--- config.mk ---
export PLATFORM = sky130hd
export DESIGN_NAME = mips_multicycle_ctrl
export DESIGN_NICKNAME = d
export VERILOG_FILES = /design/src/rtl/mips_multicycle_ctrl.sv
export SDC_FILE = /design/constraint.sdc
export NUM_CORES = 1
export LEC_CHECK = 0
export ABC_AREA = 1
export ABC_CLOCK_PERIOD_IN_PS = 2000
export CORE_MARGIN = 2
export CORE_UTILIZATION = 45
export DETAILED_ROUTE_END_ITERATION = 12
export GPL_ROUTABILITY_DRIVEN = 1
export PLACE_DENSITY = 0.88
export SKIP_LAST_GASP = 1
export SLEW_MARGIN = 5
export SYNTH_ARGS = -nofsm -noshare
export SYNTH_HDL_FRONTEND = slang
export SYNTH_SLANG_ARGS = --single-unit
--- constraint.sdc ---
create_clock -name CLK -period 2 [get_ports CLK]
set_input_delay 0.2 -clock CLK [delete_from_list [all_inputs] [get_ports CLK]]
set_output_delay 0.2 -clock CLK [all_outputs]
set_load 0.02 [all_outputs]
--- src/rtl/mips_multicycle_ctrl.sv ---
// Multicycle control FSM for the tinymips datapath: decodes op/funct and sequences
// the datapath one state per cycle, with a req/ready handshake on memory accesses.
module mips_multicycle_ctrl #(
   parameter int unsigned ILLEGAL_HALT = 1,
   parameter int unsigned MEM_TIMEOUT  = 15
) (
   input  logic       CLK,
   input  logic       RST,
   input  logic [5:0] op,
   input  logic [5:0] funct,
   input  logic       zero,
   input  logic       mem_ready,
   output logic       mem_req,
   output logic       iord,
   output logic       irwrite,
   output logic       memwrite,
   output logic       mem2reg,
   output logic       regdst,
   output logic       regwrite,
   output logic       alusrca,
   output logic [1:0] alusrcb,
   output logic [2:0] alu_control,
   output logic [1:0] pcsrc,
   output logic       pcen,
   output logic [3:0] state,
   output logic       illegal,
   output logic       err_timeout
);

   localparam int unsigned CNT_W = (MEM_TIMEOUT < 2) ? 1 : $clog2(MEM_TIMEOUT + 1);
   localparam logic [CNT_W-1:0] TO_LAST =
      (MEM_TIMEOUT == 0) ? '0 : CNT_W'(MEM_TIMEOUT - 1);
   localparam bit TIMEOUT_EN = (MEM_TIMEOUT != 0);
   localparam bit HALT_ON_ILLEGAL = (ILLEGAL_HALT != 0);

   localparam logic [5:0] OP_RTYPE = 6'b000000;
   localparam logic [5:0] OP_LW    = 6'b100011;
   localparam logic [5:0] OP_SW    = 6'b101011;
   localparam logic [5:0] OP_BEQ   = 6'b000100;
   localparam logic [5:0] OP_ADDI  = 6'b001000;
   localparam logic [5:0] OP_J     = 6'b000010;

   localparam logic [5:0] FN_ADD = 6'b100000;
   localparam logic [5:0] FN_SUB = 6'b100010;
   localparam logic [5:0] FN_AND = 6'b100100;
   localparam logic [5:0] FN_OR  = 6'b100101;
   localparam logic [5:0] FN_SLT = 6'b101010;

   localparam logic [2:0] ALU_ADD = 3'b010;
   localparam logic [2:0] ALU_SUB = 3'b110;
   localparam logic [2:0] ALU_AND = 3'b000;
   localparam logic [2:0] ALU_OR  = 3'b001;
   localparam logic [2:0] ALU_SLT = 3'b111;

   typedef enum logic [3:0] {
      FETCH   = 4'd0,
      DECODE  = 4'd1,
      MEMADR  = 4'd2,
      MEMRD   = 4'd3,
      MEMWB   = 4'd4,
      MEMWR   = 4'd5,
      EXEC    = 4'd6,
      ALUWB   = 4'd7,
      BRANCH  = 4'd8,
      ADDIEX  = 4'd9,
      ADDIWB  = 4'd10,
      JUMP    = 4'd11,
      HALT    = 4'd15
   } state_t;

   state_t           state_q;
   state_t           state_d;
   state_t           illegal_next;
   logic [CNT_W-1:0] count_q;
   logic             waiting;
   logic             timeout_hit;

   assign state        = state_q;
   assign illegal_next = HALT_ON_ILLEGAL ? HALT : FETCH;

   // State register, handshake wait counter and sticky timeout flag.
   always_ff @(posedge CLK) begin
      if (RST) begin
         state_q     <= FETCH;
         count_q     <= '0;
         err_timeout <= 1'b0;
      end else begin
         state_q <= state_d;
         if ((state_d != state_q) || !waiting) begin
            count_q <= '0;
         end else begin
            count_q <= count_q + CNT_W'(1);
         end
         if (timeout_hit) begin
            err_timeout <= 1'b1;
         end
      end
   end

   // Next-state and Moore outputs; memory strobes follow mem_ready in the same cycle.
   always_comb begin
      state_d     = state_q;
      mem_req     = 1'b0;
      iord        = 1'b0;
      irwrite     = 1'b0;
      memwrite    = 1'b0;
      mem2reg     = 1'b0;
      regdst      = 1'b0;
      regwrite    = 1'b0;
      alusrca     = 1'b0;
      alusrcb     = 2'b00;
      alu_control = ALU_ADD;
      pcsrc       = 2'b00;
      pcen        = 1'b0;
      illegal     = 1'b0;
      waiting     = 1'b0;
      timeout_hit = 1'b0;

      case (state_q)
         FETCH: begin
            mem_req = 1'b1;
            alusrcb = 2'b01;
            irwrite = mem_ready;
            pcen    = mem_ready;
            if (mem_ready) begin
               state_d = DECODE;
            end
         end
         DECODE: begin
            // ALU precomputes the branch target while the opcode is decoded.
            alusrcb = 2'b11;
            case (op)
               OP_LW, OP_SW: state_d = MEMADR;
               OP_RTYPE:     state_d = EXEC;
               OP_BEQ:       state_d = BRANCH;
               OP_ADDI:      state_d = ADDIEX;
               OP_J:         state_d = JUMP;
               default: begin
                  illegal = 1'b1;
                  state_d = illegal_next;
               end
            endcase
         end
         MEMADR: begin
            alusrca = 1'b1;
            alusrcb = 2'b10;
            state_d = (op == OP_SW) ? MEMWR : MEMRD;
         end
         MEMRD: begin
            mem_req = 1'b1;
            iord    = 1'b1;
            if (mem_ready) begin
               state_d = MEMWB;
            end
         end
         MEMWB: begin
            mem2reg  = 1'b1;
            regwrite = 1'b1;
            state_d  = FETCH;
         end
         MEMWR: begin
            mem_req  = 1'b1;
            iord     = 1'b1;
            memwrite = mem_ready;
            if (mem_ready) begin
               state_d = FETCH;
            end
         end
         EXEC: begin
            alusrca = 1'b1;
            state_d = ALUWB;
            case (funct)
               FN_ADD: alu_control = ALU_ADD;
               FN_SUB: alu_control = ALU_SUB;
               FN_AND: alu_control = ALU_AND;
               FN_OR:  alu_control = ALU_OR;
               FN_SLT: alu_control = ALU_SLT;
               default: begin
                  illegal = 1'b1;
                  state_d = illegal_next;
               end
            endcase
         end
         ALUWB: begin
            regdst   = 1'b1;
            regwrite = 1'b1;
            state_d  = FETCH;
         end
         BRANCH: begin
            alusrca     = 1'b1;
            alu_control = ALU_SUB;
            pcsrc       = 2'b01;
            pcen        = zero;
            state_d     = FETCH;
         end
         ADDIEX: begin
            alusrca = 1'b1;
            alusrcb = 2'b10;
            state_d = ADDIWB;
         end
         ADDIWB: begin
            regwrite = 1'b1;
            state_d  = FETCH;
         end
         JUMP: begin
            pcsrc   = 2'b10;
            pcen    = 1'b1;
            state_d = FETCH;
         end
         HALT: begin
            state_d = HALT;
         end
         default: begin
            state_d = FETCH;
         end
      endcase

      waiting = mem_req && !mem_ready;
      if (TIMEOUT_EN && waiting && (count_q == TO_LAST)) begin
         timeout_hit = 1'b1;
         state_d     = HALT;
      end

      // Reset suppresses every enable so an aborted operation never writes.
      if (RST) begin
         mem_req  = 1'b0;
         irwrite  = 1'b0;
         memwrite = 1'b0;
         regwrite = 1'b0;
         pcen     = 1'b0;
         illegal  = 1'b0;
      end
   end

endmodule

== Word level (Yosys, flattened, before mapping) ==
Index checks and enable logic that the tools add are counted.
Storage, ports and cells
  register bits after elaboration: 9
  input bits: 16
Operators by class
  add/subtract/negate cells: 1
  equality and inequality tests: 24
  muxes and demuxes: 31
  reduce and logical (&&, ||, !) cells: 16
Operators with widths (count)
  == test 6 bit (second input constant): 7
  case mux 4 bit (8 select lines): 1
  == test 4 bit (second input constant): 6
  2-to-1 mux 4 bit: 5
  case mux 4 bit (5 select lines): 1
  2-to-1 mux 1 bit: 17
  == test 4 x 3 -> 1 bit (second input constant): 4
  case mux 3 bit (4 select lines): 1
  == test 4 x 2 -> 1 bit (second input constant): 2
  OR reduction 2 bit: 4
  == test 6 x 2 -> 1 bit (second input constant): 1
  == test 6 x 3 -> 1 bit (second input constant): 1
  == test 6 x 4 -> 1 bit (second input constant): 1
  zero test 6 bit: 1
  case mux 2 bit (3 select lines): 1
  case mux 3 bit (2 select lines): 1
  OR reduction 3 bit: 2
  OR reduction 6 bit: 1
  OR reduction 5 bit: 1
  adder 4 x 1 -> 4 bit (second input constant): 1
  == test 4 x 1 -> 1 bit (second input constant): 1
  zero test 4 bit: 1
  inequality test 4 bit: 1
  case mux 2 bit (2 select lines): 1
  7 further kinds: 9

== Depth between registers and ports, before layout ==
  word-level depth: 9
  gate-level depth with buffers: 10
  depth with buffers taken out: 10

== Worst setup path before layout ==
No wires, ideal clock.
  path kind: flip-flop to output port
  from: register state_q[3] (netlist: state[3])
  to: output pcen
  arrival: 1.465 ns
  slack: 0.335 ns
  cell stages (with the launch flop): 7
  cells stage by stage: dfxtp_1 nand2_1 nor2_1 nand2_1 nand3_1 nand2_1 inv_1
On the way
  word-level cells in the longest chain between the ends: 3
  elaborated cells between the ends (all ways): 5
  those cells by class: eq/ne: 2; mux: 2; reduce/logical: 1
Ends and longest elaborated chain
  start: declaration: RTL line 71  | state_t state_q;
  start signal: assignment: RTL line 88  | state_q <= state_d;
  == test 4 bit or zero test 4 bit (tied branches): RTL line 119  | case (state_q)
  case mux 1 bit (3 select lines) *: RTL line 119
  2-to-1 mux 1 bit *: RTL line 225  | if (RST) begin
  end: declaration: RTL line 24  | output logic pcen,
Mark *: on every way between the ends. The rest lies on a longest branch, timed or not.

== Worst setup path in the final report ==
  from: register state_q[0] (netlist: state[0])
  to: output iord
On the way
  word-level cells in the longest chain between the ends: 3
  elaborated cells between the ends (all ways): 4
  those cells by class: eq/ne: 2; mux: 1; reduce/logical: 1
Ends and longest elaborated chain
  == test 4 x 3 -> 1 bit or == test 4 x 2 -> 1 bit (tied branches): RTL line 119
  OR reduction 2 bit (no line) *
  2-to-1 mux 1 bit *: RTL line 119
  end: declaration: RTL line 14  | output logic iord,
Marks and branches as above.

==> qor.tcl <==
set qor(core_region_area_sq_um) 1780
set qor(io_pins) 38
set qor(final.setup.worst_slack_ns) 0.109
set qor(timing_max_transition_violations_final) 0
set qor(r2r-start) {state[2]$_SDFF_PP0_}
set qor(path_buf_inv) 2
set qor(drtPass1Iterations) 4
set qor(area.growth.synth_to_final_pct) 60.6
set qor(layout_cells_sized_above_1) 0.226
set qor(wl_per_cell_microns) 12.2
set qor(violation_count_after_the_first_detailed_route_iteration) 35
set qor(r2r_setup_slack_ns) 0.53
set qor(routed-via-count) 1128
set qor(clock_power_share) 0.099
set qor(synth_seq_area_share) 0.206
set qor(die_y_microns) 48.1
set qor(synth_cell_types) 25
set qor(antenna_left) 0
set qor(worst_ir_drop_vdd_mv) 0.624
set qor(net-switching-power_w) 0.000746
set qor(arrival_ns) 1.69
set qor(setup_repair_after_global_routing_missed_its_margin) {false}
set qor(critical_path.endpoint_type) {output pin}
set qor(crit_path_end) {iord}
set qor(timing.critical_path.slowest_stage_cell) {sky130_fd_sc_hd__clkdlybuf4s50_1}
set qor(netlist_area_before_placement_sq_um) 873
set qor(vias_in_the_first_global_route) 1033
set qor(power_switching_share) 0.506
set qor(synth_seq_cells) 9
set qor(synthesis.instances) 147
set qor(worstPathMaxFanout) 4
set qor(worst_r2r_endpoint) {count_q[2]$_SDFF_PP0_}
set qor(clk_latency_ns) 0.27
set qor(clockRootBuffer) {sky130_fd_sc_hd__clkbuf_4}
set qor(finalWirelength_microns) 2730
set qor(detail_route.drc_violations) 0
set qor(grt_start_max_net_pins) 8
set qor(report.final.setup_viol) 0
set qor(grt_first_pass_wirelength_microns) 4080
set qor(clock_path_buffers) 2
set qor(max-cap-violations) 0
set qor(critPathTopFamily) {buffers and inverters}
set qor(clkSinkCount) 9
set qor(max_slew.worst_pin.slew_ns) 0.265
set qor(routabilityCongestion) 0.901
set qor(critPathRequiredTime_ns) 1.80
set qor(num_rows) 15
set qor(period_minus_slack_ns) 1.89
set qor(dp.final_hpwl_microns) 2160
set qor(placed_cells) 220
set qor(status) {completed}
set qor(cts_tree) {done}
set qor(fmaxAchievable_ghz) 0.529
set qor(pwr-share-comb) 0.697
set qor(numCtsBuffers) 3
set qor(synth.net_count) 165
set qor(critPathKind) {register to output pin}
set qor(postSynthAreaPerCell_sq_um) 5.94
set qor(clock-skew-final_ns) 0.0125
set qor(timing.final.hold_violations) 0
set qor(die-area_sq_um) 2310
set qor(cts_max_level) 1
set qor(timing.critical_path.slowest_cell_delay_ns) 0.60
set qor(max-slew-margin-rel) 0.822
set qor(power_density_nw_per_um2) 1050
set qor(final.period_utilization) 0.945
set qor(n_antenna_cell) 0
set qor(stdcell_count) 224
set qor(cp.depth) 5
set qor(detailedPlace.worstSlack_ns) -0.0946
set qor(chipWidth_microns) 48.1
set qor(p_total_w) 0.00147
set qor(ys.warnings.count) 0
set qor(grt-ovfl-total) 0
set qor(clk_pin_slew_ns) 0.07
set qor(crit_path_start) {state[0]$_SDFF_PP0_}
set qor(track_usage) 0.253
set qor(power.share.sequential) 0.204
set qor(internal_power_w) 0.000727
set qor(port_buffers) 37
set qor(worst-r2r-cell-count) 10
set qor(initial_utilization) 0.490
set qor(final_nets) 218
set qor(hp-class) {register to register}
set qor(antenna_found_initial) 0
set qor(routed_via_density) 5.04
set qor(timing.critical_path.from_type) {register}
set qor(crit_path_cell_trace) {inv_2 > nor2_2 > nand2_2 > nand2_1 > clkdlybuf4s50_1}
set qor(p_leak_nw) 0.789
## power by group through the flow
stage	Clock, W	Sequential, W	Combinational (W)
6_report	0.000145	0.000301	0.00103
5_1_grt	0.000153	0.000310	0.00113
4_1_cts	0.000149	0.000300	0.00103
3_5_place_dp	0	0.000298	0.00105
3_3_place_gp	0	0.000293	0.00103
2_1_floorplan	0	0.000324	0.000595
## cell families after synthesis
kind of cell             synth area share
AO/OA/AOI/OAI                      0.0745
XOR/XNOR                           0.0201
adder cells (fa/ha/maj)            0.0286
buffers and inverters               0.120
flip-flops                          0.206
AND/OR/NAND/NOR                     0.550
## routing by layer
| metal | track usage | vias to the layer above | share of wire |
|---|---|---|---|
| met1 | 0.265 | 512 | 0.42 |
| met5 | 0 | - | 0 |
| met2 | 0.499 | 41 | 0.52 |
| li1 | - | 573 | - |
| met3 | 0.0717 | 2 | 0.053 |
| met4 | 0.0432 | 0 | 0.0095 |
## flip-flops by register name, indices dropped and copies added (netlist names)
register and cells:
state 4, count_q 4, err_timeout 1
## cell usage after synthesis
library cell                n  area [sq um]
sky130_fd_sc_hd__a21boi_0   1          7.51
sky130_fd_sc_hd__a21oi_1    3          15.0
sky130_fd_sc_hd__and2_1     1          6.26
sky130_fd_sc_hd__clkinv_1   1          3.75
sky130_fd_sc_hd__dfxtp_1    9           180
sky130_fd_sc_hd__ha_1       2          25.0
sky130_fd_sc_hd__inv_1     22          82.6
sky130_fd_sc_hd__inv_2      5          18.8
sky130_fd_sc_hd__nand2_1   20          75.1
sky130_fd_sc_hd__nand2_2    9          56.3
sky130_fd_sc_hd__nand3_1   16          80.1
sky130_fd_sc_hd__nand3_2    3          30.0
sky130_fd_sc_hd__nand4_1    5          31.3
sky130_fd_sc_hd__nand4_2    1          12.5
sky130_fd_sc_hd__nor2_1    33           124
sky130_fd_sc_hd__nor2_2     2          12.5
sky130_fd_sc_hd__nor2_4     2          22.5
sky130_fd_sc_hd__nor3_1     2          10.0
sky130_fd_sc_hd__nor3_2     2          20.0
sky130_fd_sc_hd__o211ai_1   2          15.0
sky130_fd_sc_hd__o21a_1     1          7.51
sky130_fd_sc_hd__o21ai_1    1          5.00
sky130_fd_sc_hd__o31ai_1    2          15.0
sky130_fd_sc_hd__xnor2_1    1          8.76
sky130_fd_sc_hd__xor2_1     1          8.76
## cell type report
class | instances | area [sq um]
fillers | 136 | 380
well taps | 25 | 31.3
inverters | 28 | 105
multi-input cells | 110 | 596
flip-flops and latches | 9 | 184
clock buffers | 4 | 26.3
repair buffers | 48 | 460
## worst min path at each step
stage                             start                        to  slack [ns]  cells past startpoint
3_3_place_gp   err_timeout$_SDFFE_PP0P_  err_timeout$_SDFFE_PP0P_        0.45                      1
5_1_grt        err_timeout$_SDFFE_PP0P_  err_timeout$_SDFFE_PP0P_        0.50                      1
6_report          count_q[0]$_SDFF_PP0_     count_q[0]$_SDFF_PP0_        0.48                      1
2_1_floorplan                       RST       state[2]$_SDFF_PP0_        0.27                      1
4_1_cts           count_q[0]$_SDFF_PP0_     count_q[0]$_SDFF_PP0_        0.48                      1
3_5_place_dp      count_q[0]$_SDFF_PP0_     count_q[0]$_SDFF_PP0_        0.47                      1
## placed cells by master (no fill, tap or decap), drive strengths merged, types with 5 or more instances in the layout
cell / instances
nor2: 37
nand2: 29
inv: 27
clkdlybuf4s50: 25
nand3: 19
buf: 11
dfxtp: 9
dlymetal6s2s: 7
nand4: 6
clkbuf: 5
## repair_timing
item                                    CTS  global route
endpoints found under the setup margin   11             8
gates cloned                              0             0
hold buffers                              0             0
buffers inserted                          0             0
gates resized for setup                  10            10
## through the flow
step	util	TNS [ns]	hold slack (ns)	cell area (sq um)
floorplan	-	0	0.272	873
global placement	0.761	-0.0449	0.448	1360
finish	0.787	0	0.481	1400
CTS	0.778	-0.103	0.480	1390
global route	0.787	0	0.505	1400
detailed placement	0.761	-0.143	0.466	1360
Note: power is estimated with default switching activity, not from simulation.
